==> src/rtl/calc_input_ctrl_if.sv <==
// Keypad-to-ALU bus for calc_input_ctrl.
//   key_valid/key_code : one-cycle key strobe from the keypad decoder
//   res                : BCD result returned by the ALU (16'hFBAB = NaN)
//   num1/num2/op/exe   : operands, operator and execute strobe to the ALU
//   display/busy       : BCD value to show, and sequencer-busy flag
// The master modport is the sequencer; the slave modport is its environment.
interface calc_input_ctrl_if;
   localparam int unsigned BCD_W = 16;
   localparam int unsigned KEY_W = 4;

   logic             key_valid;
   logic [KEY_W-1:0] key_code;
   logic [BCD_W-1:0] res;
   logic [BCD_W-1:0] num1;
   logic [BCD_W-1:0] num2;
   logic [KEY_W-1:0] op;
   logic             exe;
   logic [BCD_W-1:0] display;
   logic             busy;

   modport master (
      input  key_valid, key_code, res,
      output num1, num2, op, exe, display, busy
   );

   modport slave (
      output key_valid, key_code, res,
      input  num1, num2, op, exe, display, busy
   );
endinterface

==> src/rtl/calc_input_ctrl.sv <==
// Keypad-side sequencer for the calculator ALU: assembles two 4-digit BCD
// operands and an operator from key strobes, pulses exe for EXE_CYCLES
// cycles, then captures the ALU result for display and chained operations.
//   clk : system clock, rising edge
//   rst : synchronous active-high reset
//   bus : calc_input_ctrl_if master (key strobe in, ALU/display out)
module calc_input_ctrl #(
   parameter int unsigned EXE_CYCLES = 2
) (
   input  logic                clk,
   input  logic                rst,
   calc_input_ctrl_if.master   bus
);

   localparam int unsigned BCD_W = 16;
   localparam int unsigned KEY_W = 4;
   localparam int unsigned DIG_W = 3;
   localparam int unsigned ECNT_W = (EXE_CYCLES > 1) ? $clog2(EXE_CYCLES) : 1;

   localparam logic [KEY_W-1:0] KEY_EQ   = KEY_W'(10);
   localparam logic [KEY_W-1:0] KEY_CLR  = KEY_W'(11);
   localparam logic [KEY_W-1:0] KEY_PLUS = KEY_W'(12);
   localparam logic [BCD_W-1:0] NAN_VAL  = 16'hFBAB;
   localparam logic [DIG_W-1:0] MAX_DIG  = DIG_W'(4);

   typedef enum logic [2:0] {
      S_ENTER1,
      S_ENTER2,
      S_EXEC,
      S_WAIT,
      S_SHOW
   } state_t;

   state_t            state;
   logic [DIG_W-1:0]  cnt1;
   logic [DIG_W-1:0]  cnt2;
   logic [ECNT_W-1:0] ecnt;
   logic [BCD_W-1:0]  rreg;

   logic key_digit;
   logic key_oper;
   logic key_eq;
   logic key_clr;

   // Key classification; every class is gated by the strobe.
   assign key_digit = bus.key_valid && (bus.key_code < KEY_W'(10));
   assign key_oper  = bus.key_valid && (bus.key_code >= KEY_PLUS);
   assign key_eq    = bus.key_valid && (bus.key_code == KEY_EQ);
   assign key_clr   = bus.key_valid && (bus.key_code == KEY_CLR);

   // Sequencer; display is kept in step with the state so it is registered.
   always_ff @(posedge clk) begin
      if (rst || key_clr) begin
         state       <= S_ENTER1;
         cnt1        <= '0;
         cnt2        <= '0;
         ecnt        <= '0;
         rreg        <= '0;
         bus.num1    <= '0;
         bus.num2    <= '0;
         bus.op      <= KEY_PLUS;
         bus.exe     <= 1'b0;
         bus.display <= '0;
         bus.busy    <= 1'b0;
      end else begin
         case (state)
            S_ENTER1: begin
               if (key_digit) begin
                  if (cnt1 < MAX_DIG) begin
                     bus.num1    <= {bus.num1[11:0], bus.key_code};
                     bus.display <= {bus.num1[11:0], bus.key_code};
                     cnt1        <= cnt1 + DIG_W'(1);
                  end
               end else if (key_oper) begin
                  bus.op      <= bus.key_code;
                  bus.num2    <= '0;
                  cnt2        <= '0;
                  bus.display <= bus.num1;
                  state       <= S_ENTER2;
               end
            end

            S_ENTER2: begin
               if (key_digit) begin
                  if (cnt2 < MAX_DIG) begin
                     bus.num2    <= {bus.num2[11:0], bus.key_code};
                     bus.display <= {bus.num2[11:0], bus.key_code};
                     cnt2        <= cnt2 + DIG_W'(1);
                  end
               end else if (key_oper) begin
                  // Operator may only be changed before operand 2 starts.
                  if (cnt2 == '0) begin
                     bus.op <= bus.key_code;
                  end
               end else if (key_eq) begin
                  if (cnt2 != '0) begin
                     ecnt     <= '0;
                     bus.exe  <= 1'b1;
                     bus.busy <= 1'b1;
                     state    <= S_EXEC;
                  end
               end
            end

            S_EXEC: begin
               if (ecnt == ECNT_W'(EXE_CYCLES - 1)) begin
                  bus.exe <= 1'b0;
                  state   <= S_WAIT;
               end else begin
                  ecnt <= ecnt + ECNT_W'(1);
               end
            end

            S_WAIT: begin
               // Give the ALU one quiet cycle, then latch its result.
               rreg        <= bus.res;
               bus.display <= bus.res;
               bus.busy    <= 1'b0;
               state       <= S_SHOW;
            end

            S_SHOW: begin
               if (key_digit) begin
                  bus.num1    <= {12'h000, bus.key_code};
                  bus.display <= {12'h000, bus.key_code};
                  cnt1        <= DIG_W'(1);
                  state       <= S_ENTER1;
               end else if (key_oper && (rreg != NAN_VAL)) begin
                  // Chain: previous result becomes a full operand 1.
                  bus.num1    <= rreg;
                  cnt1        <= MAX_DIG;
                  bus.op      <= bus.key_code;
                  bus.num2    <= '0;
                  cnt2        <= '0;
                  bus.display <= rreg;
                  state       <= S_ENTER2;
               end
            end

            default: begin
               state <= S_ENTER1;
            end
         endcase
      end
   end

endmodule

==> src/flat_wrapper.sv <==
// flat-port wrapper written by rule: the top's interface ports become plain ports
module calc_input_ctrl_flat 
#(
   parameter int unsigned EXE_CYCLES = 2
)
  (clk, rst, bus_key_valid, bus_key_code, bus_res, bus_num1, bus_num2, bus_op, bus_exe, bus_display, bus_busy);
  calc_input_ctrl_if bus_i ();
  input  logic clk;
  input  logic rst;
  input wire logic [$bits(bus_i.key_valid)-1:0] bus_key_valid;
  input wire logic [$bits(bus_i.key_code)-1:0] bus_key_code;
  input wire logic [$bits(bus_i.res)-1:0] bus_res;
  output wire logic [$bits(bus_i.num1)-1:0] bus_num1;
  output wire logic [$bits(bus_i.num2)-1:0] bus_num2;
  output wire logic [$bits(bus_i.op)-1:0] bus_op;
  output wire logic [$bits(bus_i.exe)-1:0] bus_exe;
  output wire logic [$bits(bus_i.display)-1:0] bus_display;
  output wire logic [$bits(bus_i.busy)-1:0] bus_busy;
  assign bus_i.key_valid = bus_key_valid;
  assign bus_i.key_code = bus_key_code;
  assign bus_i.res = bus_res;
  assign bus_num1 = bus_i.num1;
  assign bus_num2 = bus_i.num2;
  assign bus_op = bus_i.op;
  assign bus_exe = bus_i.exe;
  assign bus_display = bus_i.display;
  assign bus_busy = bus_i.busy;
  calc_input_ctrl #(.EXE_CYCLES(EXE_CYCLES)) u_core (.clk(clk), .rst(rst), .bus(bus_i));
endmodule
==> config.mk <==
export PLATFORM = sky130hd
export DESIGN_NAME = calc_input_ctrl_flat
export DESIGN_NICKNAME = d
export VERILOG_FILES = /design/src/rtl/calc_input_ctrl_if.sv /design/src/rtl/calc_input_ctrl.sv /design/src/flat_wrapper.sv
export SDC_FILE = /design/constraint.sdc
export NUM_CORES = 1
export LEC_CHECK = 0
export BUFFER_PORTS_ARGS = -buffer_cell sky130_fd_sc_hd__buf_4
export CAP_MARGIN = 20
export CELL_PAD_IN_SITES_DETAIL_PLACEMENT = 1
export CELL_PAD_IN_SITES_GLOBAL_PLACEMENT = 1
export CORE_AREA = 4 4 113 115
export CTS_CLUSTER_DIAMETER = 30
export DETAILED_ROUTE_END_ITERATION = 8
export DIE_AREA = 0 0 117 119
export GPL_TIMING_DRIVEN = 0
export PLACE_DENSITY = 0.78
export REMOVE_ABC_BUFFERS = 1
export SETUP_SLACK_MARGIN = 0.2
export SYNTH_ARGS = -nofsm -noshare
export SYNTH_HDL_FRONTEND = slang
export SYNTH_SLANG_ARGS = --single-unit
==> constraint.sdc <==
create_clock -name clk -period 1.75 [get_ports clk]
set_input_delay 0.0875 -clock clk [delete_from_list [all_inputs] [get_ports clk]]
set_output_delay 0.0875 -clock clk [all_outputs]
set_load 0.01 [all_outputs]
==> impl_metrics.xml, run 1 <==
<?xml version="1.0" encoding="UTF-8"?>
<metrics>
  <group name="yosys">
    <metric name="complex_gate_fraction_of_the_synthesized_area" unit="">0.292</metric>
    <metric name="synth.distinct_cells" unit="">62</metric>
    <metric name="synth-seq-cells" unit="">80</metric>
    <metric name="synth_top_family_by_area" unit="">compound AO/OA/AOI/OAI gates</metric>
    <metric name="synth_largest_area_cell" unit="">dfxtp_1</metric>
    <metric name="yosysMostFrequentCell" unit="">nand2_1</metric>
    <metric name="synth_enable_flop_cells" unit="">0</metric>
    <metric name="synthesis.yosys.warnings" unit="">0</metric>
    <metric name="synthCells" unit="">518</metric>
    <metric name="post_synth_instance_area" unit="mm^2">0.00427</metric>
    <metric name="synth_commonest_cells" unit="">nand2_1, a21oi_1, dfxtp_1</metric>
    <metric name="yosys.area_share.adder" unit="">0.00878</metric>
    <metric name="synth_top_cells_by_area" unit="">dfxtp_1, a21oi_1, nand2_1, mux2i_1, o21ai_0</metric>
    <metric name="synth.avg_cell_area" unit="um^2">8.25</metric>
    <metric name="async_reset_ff_frac" unit="">0</metric>
    <metric name="netlist.area_leader.share" unit="">0.375</metric>
    <metric name="synth_simple_gate_area_share" unit="">0.190</metric>
    <metric name="seq_area_frac_synth" unit="">0.375</metric>
    <metric name="dominantRegCellSynth" unit="">dfxtp_1</metric>
    <metric name="fraction_of_synthesized_cell_area_in_xor_and_xnor_cells" unit="">0.00205</metric>
    <metric name="share_of_synthesized_area_spent_on_multiplexers" unit="">0.0732</metric>
  </group>
  <group name="timing">
    <metric name="fin_ws" unit="ps">-438</metric>
    <metric name="hold_viol" unit="">0</metric>
    <metric name="setup_viol" unit="">60</metric>
    <metric name="setup_repair_after_global_routing_missed_its_margin" unit="">true</metric>
    <metric name="finalHoldWorstSlack" unit="ps">3.45</metric>
    <metric name="max-slew-margin-rel" unit="">0.491</metric>
    <metric name="fmaxAchievable" unit="GHz">0.457</metric>
    <metric name="finalClockSkew" unit="ps">13.8</metric>
    <metric name="final-max-slew-violation-count" unit="">0</metric>
    <metric name="fin_crit_sh" unit="">1.25</metric>
    <metric name="tightest_slew" unit="ps">762</metric>
    <metric name="finalCriticalPeriod" unit="ps">2190</metric>
    <metric name="setup-tns-final" unit="ps">-18300</metric>
  </group>
  <group name="detailed_routing">
    <metric name="drt_pre_antenna_iters" unit="">5</metric>
    <metric name="route.antenna.remaining_nets" unit="">0</metric>
    <metric name="wire_per_inst" unit="um">26.2</metric>
    <metric name="first_iter_violations" unit="">543</metric>
    <metric name="route.final.wire_length" unit="um">20300</metric>
    <metric name="drc_violations_left" unit="">0</metric>
    <metric name="viasPerCell" unit="">6.37</metric>
    <metric name="detailroute.via_count" unit="">4919</metric>
  </group>
  <group name="clock_tree">
    <metric name="clk_transition_reported_paths" unit="ps">70</metric>
    <metric name="clock-sinks" unit="">80</metric>
    <metric name="clk-insertion-delay-late" unit="ps">350</metric>
    <metric name="numCtsBuffers" unit="">9</metric>
    <metric name="tritoncts" unit="">done</metric>
    <metric name="cts.htree.levels" unit="">3</metric>
    <metric name="clock_path_buffers" unit="">2</metric>
    <metric name="cts-root-buf" unit="">clkbuf_16</metric>
  </group>
  <group name="global_route">
    <metric name="first_pass_grt_wire_length" unit="um">28700</metric>
    <metric name="via_count_of_the_first_global_routing_pass" unit="">5047</metric>
    <metric name="antenna_found_initial" unit="">0</metric>
    <metric name="grt.total_usage" unit="">0.267</metric>
    <metric name="grt_start_max_net_pins" unit="">43</metric>
    <metric name="grt_overflow" unit="">0</metric>
  </group>
  <group name="floorplan">
    <metric name="dieHeight" unit="um">119</metric>
    <metric name="die_area" unit="mm^2">0.0139</metric>
    <metric name="floorplan.core_area" unit="mm^2">0.0118</metric>
    <metric name="num_io_pins" unit="">77</metric>
    <metric name="floorplan.die.width" unit="um">117</metric>
    <metric name="num_rows" unit="">40</metric>
    <metric name="initial_core_util" unit="">0.362</metric>
  </group>
  <group name="place">
    <metric name="io_buffer_count" unit="">76</metric>
    <metric name="post-place-cells" unit="">702</metric>
    <metric name="gp_congestion" unit="">0.884</metric>
    <metric name="hpwl_dp" unit="um">10600</metric>
    <metric name="placed_cell_area" unit="mm^2">0.00491</metric>
  </group>
  <group name="power_and_ir_drop">
    <metric name="cellPowerDensity" unit="mW/mm^2">829</metric>
    <metric name="peakVddDrop" unit="uV">433</metric>
    <metric name="total_leakage_power" unit="uW">0.00232</metric>
  </group>
  <group name="critical_path">
    <metric name="worst_ep_arrival_time" unit="ps">2460</metric>
    <metric name="cp.required" unit="ps">2020</metric>
    <metric name="depth_of_the_worst_register_to_register_path" unit="">7</metric>
    <metric name="critPathCaptureType" unit="">register</metric>
    <metric name="setup.worst_path.class" unit="">reg2reg</metric>
    <metric name="critPathLaunch" unit="">u_core.rreg[2]</metric>
    <metric name="rr_endpoint" unit="">u_core.bus.display[15]</metric>
    <metric name="crit_fanout" unit="">8</metric>
    <metric name="worst-r2r-setup-slack" unit="ps">-440</metric>
    <metric name="setup.worst_path.start_class" unit="">register</metric>
    <metric name="r2r_start" unit="">u_core.rreg[2]</metric>
  </group>
  <group name="final_layout">
    <metric name="filler_cell_count" unit="">1353</metric>
    <metric name="core_util_final" unit="">0.531</metric>
    <metric name="final_net_count" unit="">646</metric>
    <metric name="antenna-diode-count" unit="">0</metric>
    <metric name="synthToLayoutAreaGrowth" unit="%">46.7</metric>
    <metric name="final_layout_size_suffix_gt1_frac" unit="">0.411</metric>
    <metric name="instances_no_fill" unit="">772</metric>
    <metric name="finish.instance_area" unit="mm^2">0.00627</metric>
  </group>
  <group name="run_status">
    <metric name="failed_checks" unit="">negative setup slack</metric>
    <metric name="run_status" unit="">complete, but fails checks</metric>
  </group>
  <group name="min_path">
    <metric name="worstHoldPathCells" unit="">3</metric>
    <metric name="hold_end" unit="">u_core.rreg[0]</metric>
    <metric name="min-delay-start" unit="">bus_res[0]</metric>
    <metric name="min-delay-path-class" unit="">in2reg</metric>
  </group>
  <group name="run">
    <metric name="maxCapViolCount" unit="">0</metric>
  </group>
</metrics>
==> layer usage <==
layer | track usage | wire [um]
met5 | 0 | 0
met4 | 0.151 | 1110
met3 | 0.0584 | 1660
met2 | 0.426 | 9910
met1 | 0.328 | 7590
==> layout by cell type, fill, tap and decap left out, types with 5 or more instances in the layout <==
cell,count
a21oi_1,63
buf_4,106
nor2_1,7
nand4_1,19
mux2i_1,28
nand2_1,94
dfxtp_2,7
clkbuf_16,11
buf_6,15
nand3_1,7
a211oi_2,12
o21ai_0,5
a21oi_2,16
o21ai_2,16
a22oi_1,11
a21oi_4,6
dfxtp_1,69
buf_12,5
o21ai_1,5
a311o_1,10
==> state kept, by name (all words and copies together) (netlist names) <==
name / count
u_core.bus.display: 16
u_core.bus.num1: 16
u_core.bus.num2: 16
u_core.rreg: 16
u_core.bus.op: 4
u_core.cnt1: 3
u_core.cnt2: 3
u_core.state: 3
u_core.bus.busy: 1
u_core.bus.exe: 1
u_core.ecnt: 1
==> power breakdown <==
part           total, uW  leakage [uW]  switching (uW)  internal, uW
Sequential          1990      0.000655            94.4          1900
Clock               2110      0.000153             846          1260
Combinational       1100       0.00151             629           470
==> cell type report <==
type / count / area, um^2 / area share
timing repair buffer: 135 / 1230 / 0.197
clock inverter: 6 / 90.1 / 0.0144
sequential: 80 / 1630 / 0.259
tap: 147 / 184 / 0.0293
clock buffer: 10 / 229 / 0.0365
inverter: 4 / 15.0 / 0.00239
multi-input combinational: 390 / 2890 / 0.461
==> critical path, stage by stage, from the launching register on <==
cell and delay, ps:
dfxtp_4 340, nand4b_1 280, buf_4 220, nor4_4 350
nor2_2 130, o311ai_4 320, buf_8 210, mux2i_1 260
==> through the flow <==
step	total power (uW)	setup WS, ps
global route	5350	-507
finish	5200	-438
CTS	5020	-184
detailed placement	2840	-1730
global placement	2770	-2000
floorplan	2450	-964
==> kinds of logic after synthesis <==
logic type | after synthesis
AO/OA/AOI/OAI | 188
AND/OR/NAND/NOR | 164
flip-flops | 80
buffers and inverters | 51
multiplexers | 31
adder cells (fa/ha/maj) | 3
XOR/XNOR | 1
==> worst max-delay path by stage <==
stage                                   to
floorplan               u_core.bus.num2[0]
global placement       u_core.bus.num2[14]
detailed placement      u_core.bus.num2[4]
CTS                    u_core.bus.num2[11]
global route        u_core.bus.display[15]
finish              u_core.bus.display[15]
==> what timing repair did <==
action | in CTS | in global routing
gates resized for setup | 55 | 96
hold endpoints to repair | 2 | 0
buffers inserted | 36 | 9
pin swaps | 13 | 47
hold buffers | 2 | 0
endpoints found under the setup margin | 80 | 76
cloned | 5 | 2
Power figures use the tool's default switching activity.
==> run 2: changes to the inputs <==
--- a/config.mk
+++ b/config.mk
@@ -9,12 +9,13 @@
 export CAP_MARGIN = 20
 export CELL_PAD_IN_SITES_DETAIL_PLACEMENT = 1
 export CELL_PAD_IN_SITES_GLOBAL_PLACEMENT = 1
-export CORE_AREA = 4 4 113 115
+export CORE_AREA = 4 4 110 112
+export CTS_BUF_LIST = sky130_fd_sc_hd__clkbuf_4 sky130_fd_sc_hd__clkbuf_8
 export CTS_CLUSTER_DIAMETER = 30
 export DETAILED_ROUTE_END_ITERATION = 8
-export DIE_AREA = 0 0 117 119
+export DIE_AREA = 0 0 114 116
 export GPL_TIMING_DRIVEN = 0
-export PLACE_DENSITY = 0.78
+export PLACE_DENSITY = 0.82
 export REMOVE_ABC_BUFFERS = 1
 export SETUP_SLACK_MARGIN = 0.2
 export SYNTH_ARGS = -nofsm -noshare
==> run 2 against run 1 <==
Effect of this change:
- the run still ends with negative setup slack left
- routed wire length grew 8.0%
- worst setup slack lost 110 ps
- cell count grew 2.5%
- die area shrank 5.0%
- first-iteration DRC count grew 8.8%
- via count grew 5.3%
- largest cell class unchanged
==> impl_metrics.xml, run 2 (synthesis results as in run 1) <==
<?xml version="1.0" encoding="UTF-8"?>
<metrics>
  <group name="timing">
    <metric name="setup_viol" unit="">57</metric>
    <metric name="final-max-slew-violation-count" unit="">0</metric>
    <metric name="finalHoldWorstSlack" unit="ps">40.3</metric>
    <metric name="hold_viol" unit="">0</metric>
    <metric name="setup-tns-final" unit="ps">-22670</metric>
    <metric name="finalClockSkew" unit="ps">20.0</metric>
    <metric name="tightest_slew" unit="ps">901</metric>
    <metric name="max-slew-margin-rel" unit="">0.393</metric>
    <metric name="fin_ws" unit="ps">-550</metric>
    <metric name="fmaxAchievable" unit="GHz">0.435</metric>
    <metric name="setup_repair_after_global_routing_missed_its_margin" unit="">true</metric>
    <metric name="finalCriticalPeriod" unit="ps">2300</metric>
    <metric name="fin_crit_sh" unit="">1.31</metric>
  </group>
  <group name="final_layout">
    <metric name="final_net_count" unit="">669</metric>
    <metric name="final_layout_size_suffix_gt1_frac" unit="">0.414</metric>
    <metric name="instances_no_fill" unit="">791</metric>
    <metric name="final_cell_mix" unit="">buf_4, nand2_1, a21oi_1</metric>
    <metric name="filler_cell_count" unit="">1266</metric>
    <metric name="antenna-diode-count" unit="">0</metric>
    <metric name="synthToLayoutAreaGrowth" unit="%">48.4</metric>
    <metric name="core_util_final" unit="">0.565</metric>
    <metric name="most_common_library_cell_in_the_layout_ignoring_fill_and_taps" unit="">buf_4</metric>
  </group>
  <group name="floorplan">
    <metric name="initial_core_util" unit="">0.381</metric>
    <metric name="num_rows" unit="">39</metric>
    <metric name="dieHeight" unit="um">116</metric>
    <metric name="die_area" unit="mm^2">0.0132</metric>
    <metric name="floorplan.core_area" unit="mm^2">0.0112</metric>
    <metric name="floorplan.die.width" unit="um">114</metric>
    <metric name="num_io_pins" unit="">77</metric>
  </group>
  <group name="critical_path">
    <metric name="critPathCaptureType" unit="">register</metric>
    <metric name="cp.required" unit="ps">2080</metric>
    <metric name="worst_ep_arrival_time" unit="ps">2630</metric>
    <metric name="crit_fanout" unit="">8</metric>
    <metric name="setup.worst_path.start_class" unit="">register</metric>
    <metric name="setup.worst_path.class" unit="">reg2reg</metric>
  </group>
  <group name="global_route">
    <metric name="antenna_found_initial" unit="">0</metric>
    <metric name="grt_start_max_net_pins" unit="">43</metric>
    <metric name="grt.total_usage" unit="">0.296</metric>
    <metric name="grt_overflow" unit="">0</metric>
    <metric name="via_count_of_the_first_global_routing_pass" unit="">5278</metric>
    <metric name="first_pass_grt_wire_length" unit="um">30000</metric>
  </group>
  <group name="detailed_routing">
    <metric name="wire_per_inst" unit="um">27.7</metric>
    <metric name="drt_pre_antenna_iters" unit="">5</metric>
    <metric name="drc_violations_left" unit="">0</metric>
    <metric name="first_iter_violations" unit="">591</metric>
    <metric name="route.antenna.remaining_nets" unit="">0</metric>
    <metric name="detailroute.via_count" unit="">5180</metric>
    <metric name="route.final.wire_length" unit="um">21900</metric>
    <metric name="viasPerCell" unit="">6.55</metric>
  </group>
  <group name="run_status">
    <metric name="failed_checks" unit="">negative setup slack</metric>
    <metric name="run_status" unit="">complete, but fails checks</metric>
  </group>
  <group name="clock_tree">
    <metric name="clk_transition_reported_paths" unit="ps">100</metric>
    <metric name="tritoncts" unit="">done</metric>
    <metric name="cts.htree.levels" unit="">3</metric>
    <metric name="clock_path_buffers" unit="">2</metric>
    <metric name="cts-root-buf" unit="">clkbuf_8</metric>
    <metric name="clock-sinks" unit="">80</metric>
    <metric name="numCtsBuffers" unit="">9</metric>
    <metric name="clk-insertion-delay-late" unit="ps">410</metric>
  </group>
  <group name="place">
    <metric name="gp_congestion" unit="">0.854</metric>
    <metric name="io_buffer_count" unit="">76</metric>
    <metric name="hpwl_dp" unit="um">10500</metric>
    <metric name="post-place-cells" unit="">698</metric>
  </group>
  <group name="power_and_ir_drop">
    <metric name="totalPowerFinal" unit="uW">4550</metric>
    <metric name="total_leakage_power" unit="uW">0.00236</metric>
    <metric name="cellPowerDensity" unit="mW/mm^2">717</metric>
    <metric name="peakVddDrop" unit="uV">538</metric>
  </group>
  <group name="run">
    <metric name="maxCapViolCount" unit="">0</metric>
  </group>
  <group name="min_path">
    <metric name="min-delay-path-class" unit="">in2reg</metric>
  </group>
</metrics>
## run 2: cell types whose count changed in the layout (fill, tap and decap cells not counted), moves of 3 or more
| cell | delta |
|---|---|
| clkbuf_8 | +10 |
| a21oi_1 | +4 |
| a21oi_4 | -3 |
| dfxtp_2 | +8 |
| dfxtp_1 | -8 |
| dlygate4sd3_1 | +14 |
| buf_4 | +6 |
| clkbuf_16 | -10 |
## run 2: area by class of cell
class | count | area (um^2) | share of cell area
clock buffer | 10 | 138 | 0.0217
clock inverter | 6 | 50.0 | 0.00789
inverter | 4 | 15.0 | 0.00237
multi-input combinational | 391 | 2870 | 0.453
sequential | 80 | 1640 | 0.258
tap | 143 | 179 | 0.0282
timing repair buffer | 157 | 1450 | 0.229
## run 2: through the flow
| step | setup WS, ps | cell area [um^2] |
|---|---|---|
| after floorplan | -964 | 4030 |
| after global placement | -2000 | 4780 |
| after detailed placement | -1770 | 4910 |
| after CTS | -298 | 5940 |
| after global routing | -565 | 6340 |
| final | -550 | 6340 |
## run 2: worst paths after layout
kind                    start                     to  slack, ps  cells past startpoint
max reg2reg    u_core.rreg[2]  u_core.bus.display[6]       -550                      8
min           bus_key_code[0]       u_core.bus.op[0]         40                      3
max            u_core.rreg[2]  u_core.bus.display[6]       -550                      8
min reg2reg  u_core.bus.op[2]       u_core.bus.op[2]        450                      1
## run 2: what timing repair did
item | CTS | global route
setup buffers | 42 | 11
gates resized for setup | 72 | 76
hold endpoints to repair | 16 | 0
endpoints found under the setup margin | 80 | 80
gates cloned | 6 | 2
hold buffers | 16 | 0
pin swaps | 23 | 33
## run 2: critical path, cell delays in order (launching register included)
cell	delay [ps]
dfxtp_2	340
nand4b_1	320
buf_4	250
nor4_4	260
buf_4	200
nor2_4	50
o311ai_4	380
buf_8	220
mux2i_1	210
## run 2: per-layer routing
metal | up-vias | global-route usage | part of all wire
li1 | 2160 | - | -
met1 | 2567 | 0.347 | 0.37
met2 | 332 | 0.499 | 0.49
met3 | 121 | 0.0653 | 0.084
met4 | 0 | 0.169 | 0.059
met5 | - | 0 | 0
## run 2: where the power goes
group	internal (uW)	leakage (uW)	switching [uW]
sequential	1900	0.000659	91.8
combinational	478	0.00161	645
clock	572	0.0000899	865
==> run 3: changes to the inputs <==
--- a/config.mk
+++ b/config.mk
@@ -14,7 +14,8 @@
 export CTS_CLUSTER_DIAMETER = 30
 export DETAILED_ROUTE_END_ITERATION = 8
 export DIE_AREA = 0 0 114 116
-export GPL_TIMING_DRIVEN = 0
+export GPL_TIMING_DRIVEN = 1
+export HOLD_SLACK_MARGIN = 0.08
 export PLACE_DENSITY = 0.82
 export REMOVE_ABC_BUFFERS = 1
 export SETUP_SLACK_MARGIN = 0.2
==> run 3 against run 2 <==
Effect of this change:
- the flow still finishes with violations (negative setup slack)
- critical path type unchanged
- largest power group unchanged
- clock power fell by 5%
- flip-flop and latch count did not move
- routed wire length fell by 7.4%
- non-clock buffer count rose by 31
==> impl_metrics.xml, run 3 (synthesis results as in run 1) <==
<?xml version="1.0" encoding="UTF-8"?>
<metrics>
  <group name="run_status">
    <metric name="run_status" unit="">complete, but fails checks</metric>
    <metric name="failed_checks" unit="">negative setup slack</metric>
  </group>
  <group name="power_and_ir_drop">
    <metric name="cellPowerDensity" unit="mW/mm^2">719</metric>
    <metric name="p_int" unit="uW">3030</metric>
    <metric name="switching_power" unit="uW">1500</metric>
    <metric name="total_leakage_power" unit="uW">0.00247</metric>
    <metric name="peakVddDrop" unit="uV">385</metric>
    <metric name="seq_power_share" unit="">0.437</metric>
    <metric name="power.switching_fraction" unit="">0.331</metric>
    <metric name="clock_power_share" unit="">0.302</metric>
    <metric name="combinationalPowerShare" unit="">0.261</metric>
    <metric name="totalPowerFinal" unit="uW">4530</metric>
  </group>
  <group name="final_layout">
    <metric name="finish.instance_area" unit="mm^2">0.00630</metric>
    <metric name="filler_cell_count" unit="">1305</metric>
    <metric name="instances_no_fill" unit="">818</metric>
    <metric name="final_cell_mix" unit="">buf_4, nand2_1, a21oi_1</metric>
    <metric name="synthToLayoutAreaGrowth" unit="%">47.3</metric>
    <metric name="final_layout_size_suffix_gt1_frac" unit="">0.375</metric>
    <metric name="most_common_library_cell_in_the_layout_ignoring_fill_and_taps" unit="">buf_4</metric>
    <metric name="antenna-diode-count" unit="">0</metric>
    <metric name="final_net_count" unit="">696</metric>
  </group>
  <group name="detailed_routing">
    <metric name="route.antenna.remaining_nets" unit="">0</metric>
    <metric name="viasPerCell" unit="">6.32</metric>
    <metric name="detailroute.via_count" unit="">5170</metric>
    <metric name="wire_per_inst" unit="um">24.8</metric>
    <metric name="first_iter_violations" unit="">509</metric>
    <metric name="drc_violations_left" unit="">0</metric>
    <metric name="drt_pre_antenna_iters" unit="">5</metric>
    <metric name="route.final.wire_length" unit="um">20300</metric>
  </group>
  <group name="timing">
    <metric name="fin_crit_sh" unit="">1.15</metric>
    <metric name="finalCriticalPeriod" unit="ps">2010</metric>
    <metric name="hold_viol" unit="">0</metric>
    <metric name="final-max-slew-violation-count" unit="">0</metric>
    <metric name="finalClockSkew" unit="ps">9.05</metric>
    <metric name="tightest_slew" unit="ps">485</metric>
    <metric name="fmaxAchievable" unit="GHz">0.497</metric>
    <metric name="setup_repair_after_global_routing_missed_its_margin" unit="">true</metric>
    <metric name="max-slew-margin-rel" unit="">0.673</metric>
    <metric name="setup_viol" unit="">54</metric>
    <metric name="fin_ws" unit="ps">-262</metric>
  </group>
  <group name="critical_path">
    <metric name="setup.worst_path.class" unit="">reg2reg</metric>
    <metric name="crit_fanout" unit="">8</metric>
    <metric name="rr_endpoint" unit="">u_core.bus.display[15]</metric>
    <metric name="worst_ep_arrival_time" unit="ps">2310</metric>
    <metric name="depth_of_the_worst_register_to_register_path" unit="">8</metric>
    <metric name="r2r_start" unit="">u_core.rreg[2]</metric>
    <metric name="worst-r2r-setup-slack" unit="ps">-260</metric>
    <metric name="critPathLaunch" unit="">u_core.rreg[2]</metric>
    <metric name="critPathCaptureType" unit="">register</metric>
    <metric name="cp.required" unit="ps">2050</metric>
    <metric name="setup.worst_path.start_class" unit="">register</metric>
  </group>
  <group name="floorplan">
    <metric name="num_rows" unit="">39</metric>
    <metric name="floorplan.core_area" unit="mm^2">0.0112</metric>
    <metric name="die_area" unit="mm^2">0.0132</metric>
    <metric name="dieHeight" unit="um">116</metric>
    <metric name="num_io_pins" unit="">77</metric>
    <metric name="initial_core_util" unit="">0.381</metric>
    <metric name="floorplan.die.width" unit="um">114</metric>
  </group>
  <group name="global_route">
    <metric name="grt.total_usage" unit="">0.275</metric>
    <metric name="grt_overflow" unit="">0</metric>
    <metric name="grt_start_max_net_pins" unit="">46</metric>
    <metric name="antenna_found_initial" unit="">0</metric>
    <metric name="first_pass_grt_wire_length" unit="um">28400</metric>
    <metric name="via_count_of_the_first_global_routing_pass" unit="">5135</metric>
  </group>
  <group name="place">
    <metric name="placed_cell_area" unit="mm^2">0.00536</metric>
    <metric name="pre_cts_ws" unit="ps">-159</metric>
    <metric name="gp_congestion" unit="">0.877</metric>
    <metric name="io_buffer_count" unit="">76</metric>
    <metric name="hpwl_dp" unit="um">11600</metric>
    <metric name="post-place-cells" unit="">755</metric>
  </group>
  <group name="clock_tree">
    <metric name="clk-insertion-delay-late" unit="ps">390</metric>
    <metric name="cts.htree.levels" unit="">3</metric>
    <metric name="clock_path_buffers" unit="">2</metric>
    <metric name="cts-root-buf" unit="">clkbuf_8</metric>
    <metric name="tritoncts" unit="">done</metric>
    <metric name="numCtsBuffers" unit="">9</metric>
    <metric name="clock-sinks" unit="">80</metric>
    <metric name="clk_transition_reported_paths" unit="ps">90</metric>
  </group>
  <group name="run">
    <metric name="maxCapViolCount" unit="">0</metric>
  </group>
  <group name="min_path">
    <metric name="min-delay-start" unit="">bus_key_code[3]</metric>
    <metric name="worstHoldPathCells" unit="">3</metric>
    <metric name="hold_end" unit="">u_core.bus.num1[3]</metric>
    <metric name="min-delay-path-class" unit="">in2reg</metric>
  </group>
</metrics>
## run 3: cell count changes in the layout (fill, tap and decap cells not counted), moves of 6 or more
cell / before / now
dfxtp_1: 61 / 69
buf_4: 112 / 139
a21oi_2: 15 / 9
a21oi_1: 67 / 73
o21ai_2: 15 / 3
o21ai_1: 5 / 20
## run 3: area by class of cell
type | instances | area, um^2 | share of cell area
clock inverter | 4 | 30.0 | 0.00477
timing repair buffer | 188 | 1680 | 0.266
clock buffer | 12 | 153 | 0.0242
inverter | 4 | 15.0 | 0.00238
multi-input combinational | 387 | 2630 | 0.418
tap | 143 | 179 | 0.0284
sequential | 80 | 1620 | 0.257
## run 3: through the flow
step / utilization / setup TNS (ps) / hold WS (ps)
2_1_floorplan: - / -51220 / 223
3_3_place_gp: 0.478 / -920 / 353
3_5_place_dp: 0.478 / -3380 / 361
4_1_cts: 0.539 / -2640 / 109
5_1_grt: 0.561 / -8840 / 118
6_report: 0.561 / -5770 / 118
## run 3: power by group through the flow
stage          logic, uW  clock network (uW)  registers [uW]
2_1_floorplan        417                   0            2040
3_3_place_gp         890                   0            2000
3_5_place_dp         926                   0            2010
4_1_cts             1040                1330            1970
5_1_grt             1240                1430            1990
6_report            1180                1370            1980
## run 3: worst max-delay path, stage by stage, from the launching register on
cell       delay [ps]
dfxtp_2           330
nand4b_1          210
buf_4             180
nor4_4            240
nor2_2            100
o311ai_4          270
buf_4             200
clkbuf_16         170
mux2i_1           230
## run 3: layer usage
layer / routed length (um) / global-route usage / share of wire / vias to the layer above
met2: 9590 / 0.449 / 0.47 / 322
met1: 8180 / 0.357 / 0.40 / 2560
li1: - / - / - / 2207
met3: 1560 / 0.0470 / 0.077 / 81
met5: 0 / 0 / 0 / -
met4: 934 / 0.125 / 0.046 / 0
## run 3: timing repair
action | in CTS | in global routing
pin swaps | 10 | 12
endpoints found under the setup margin | 78 | 78
cloned | 1 | 4
buffers inserted | 10 | 11
hold endpoints to repair | 21 | 0
hold buffers | 21 | 0
resized for setup | 64 | 28
## run 3: how the worst max path moves through the flow
stage	endpoint	depth (start not counted)	slack, ps
3_3_place_gp	u_core.bus.display[12]	7	-90
2_1_floorplan	u_core.bus.num2[0]	5	-960
3_5_place_dp	u_core.cnt2[0]	7	-160
4_1_cts	u_core.bus.display[11]	7	-110
5_1_grt	u_core.bus.display[15]	8	-360
6_report	u_core.bus.display[15]	8	-260
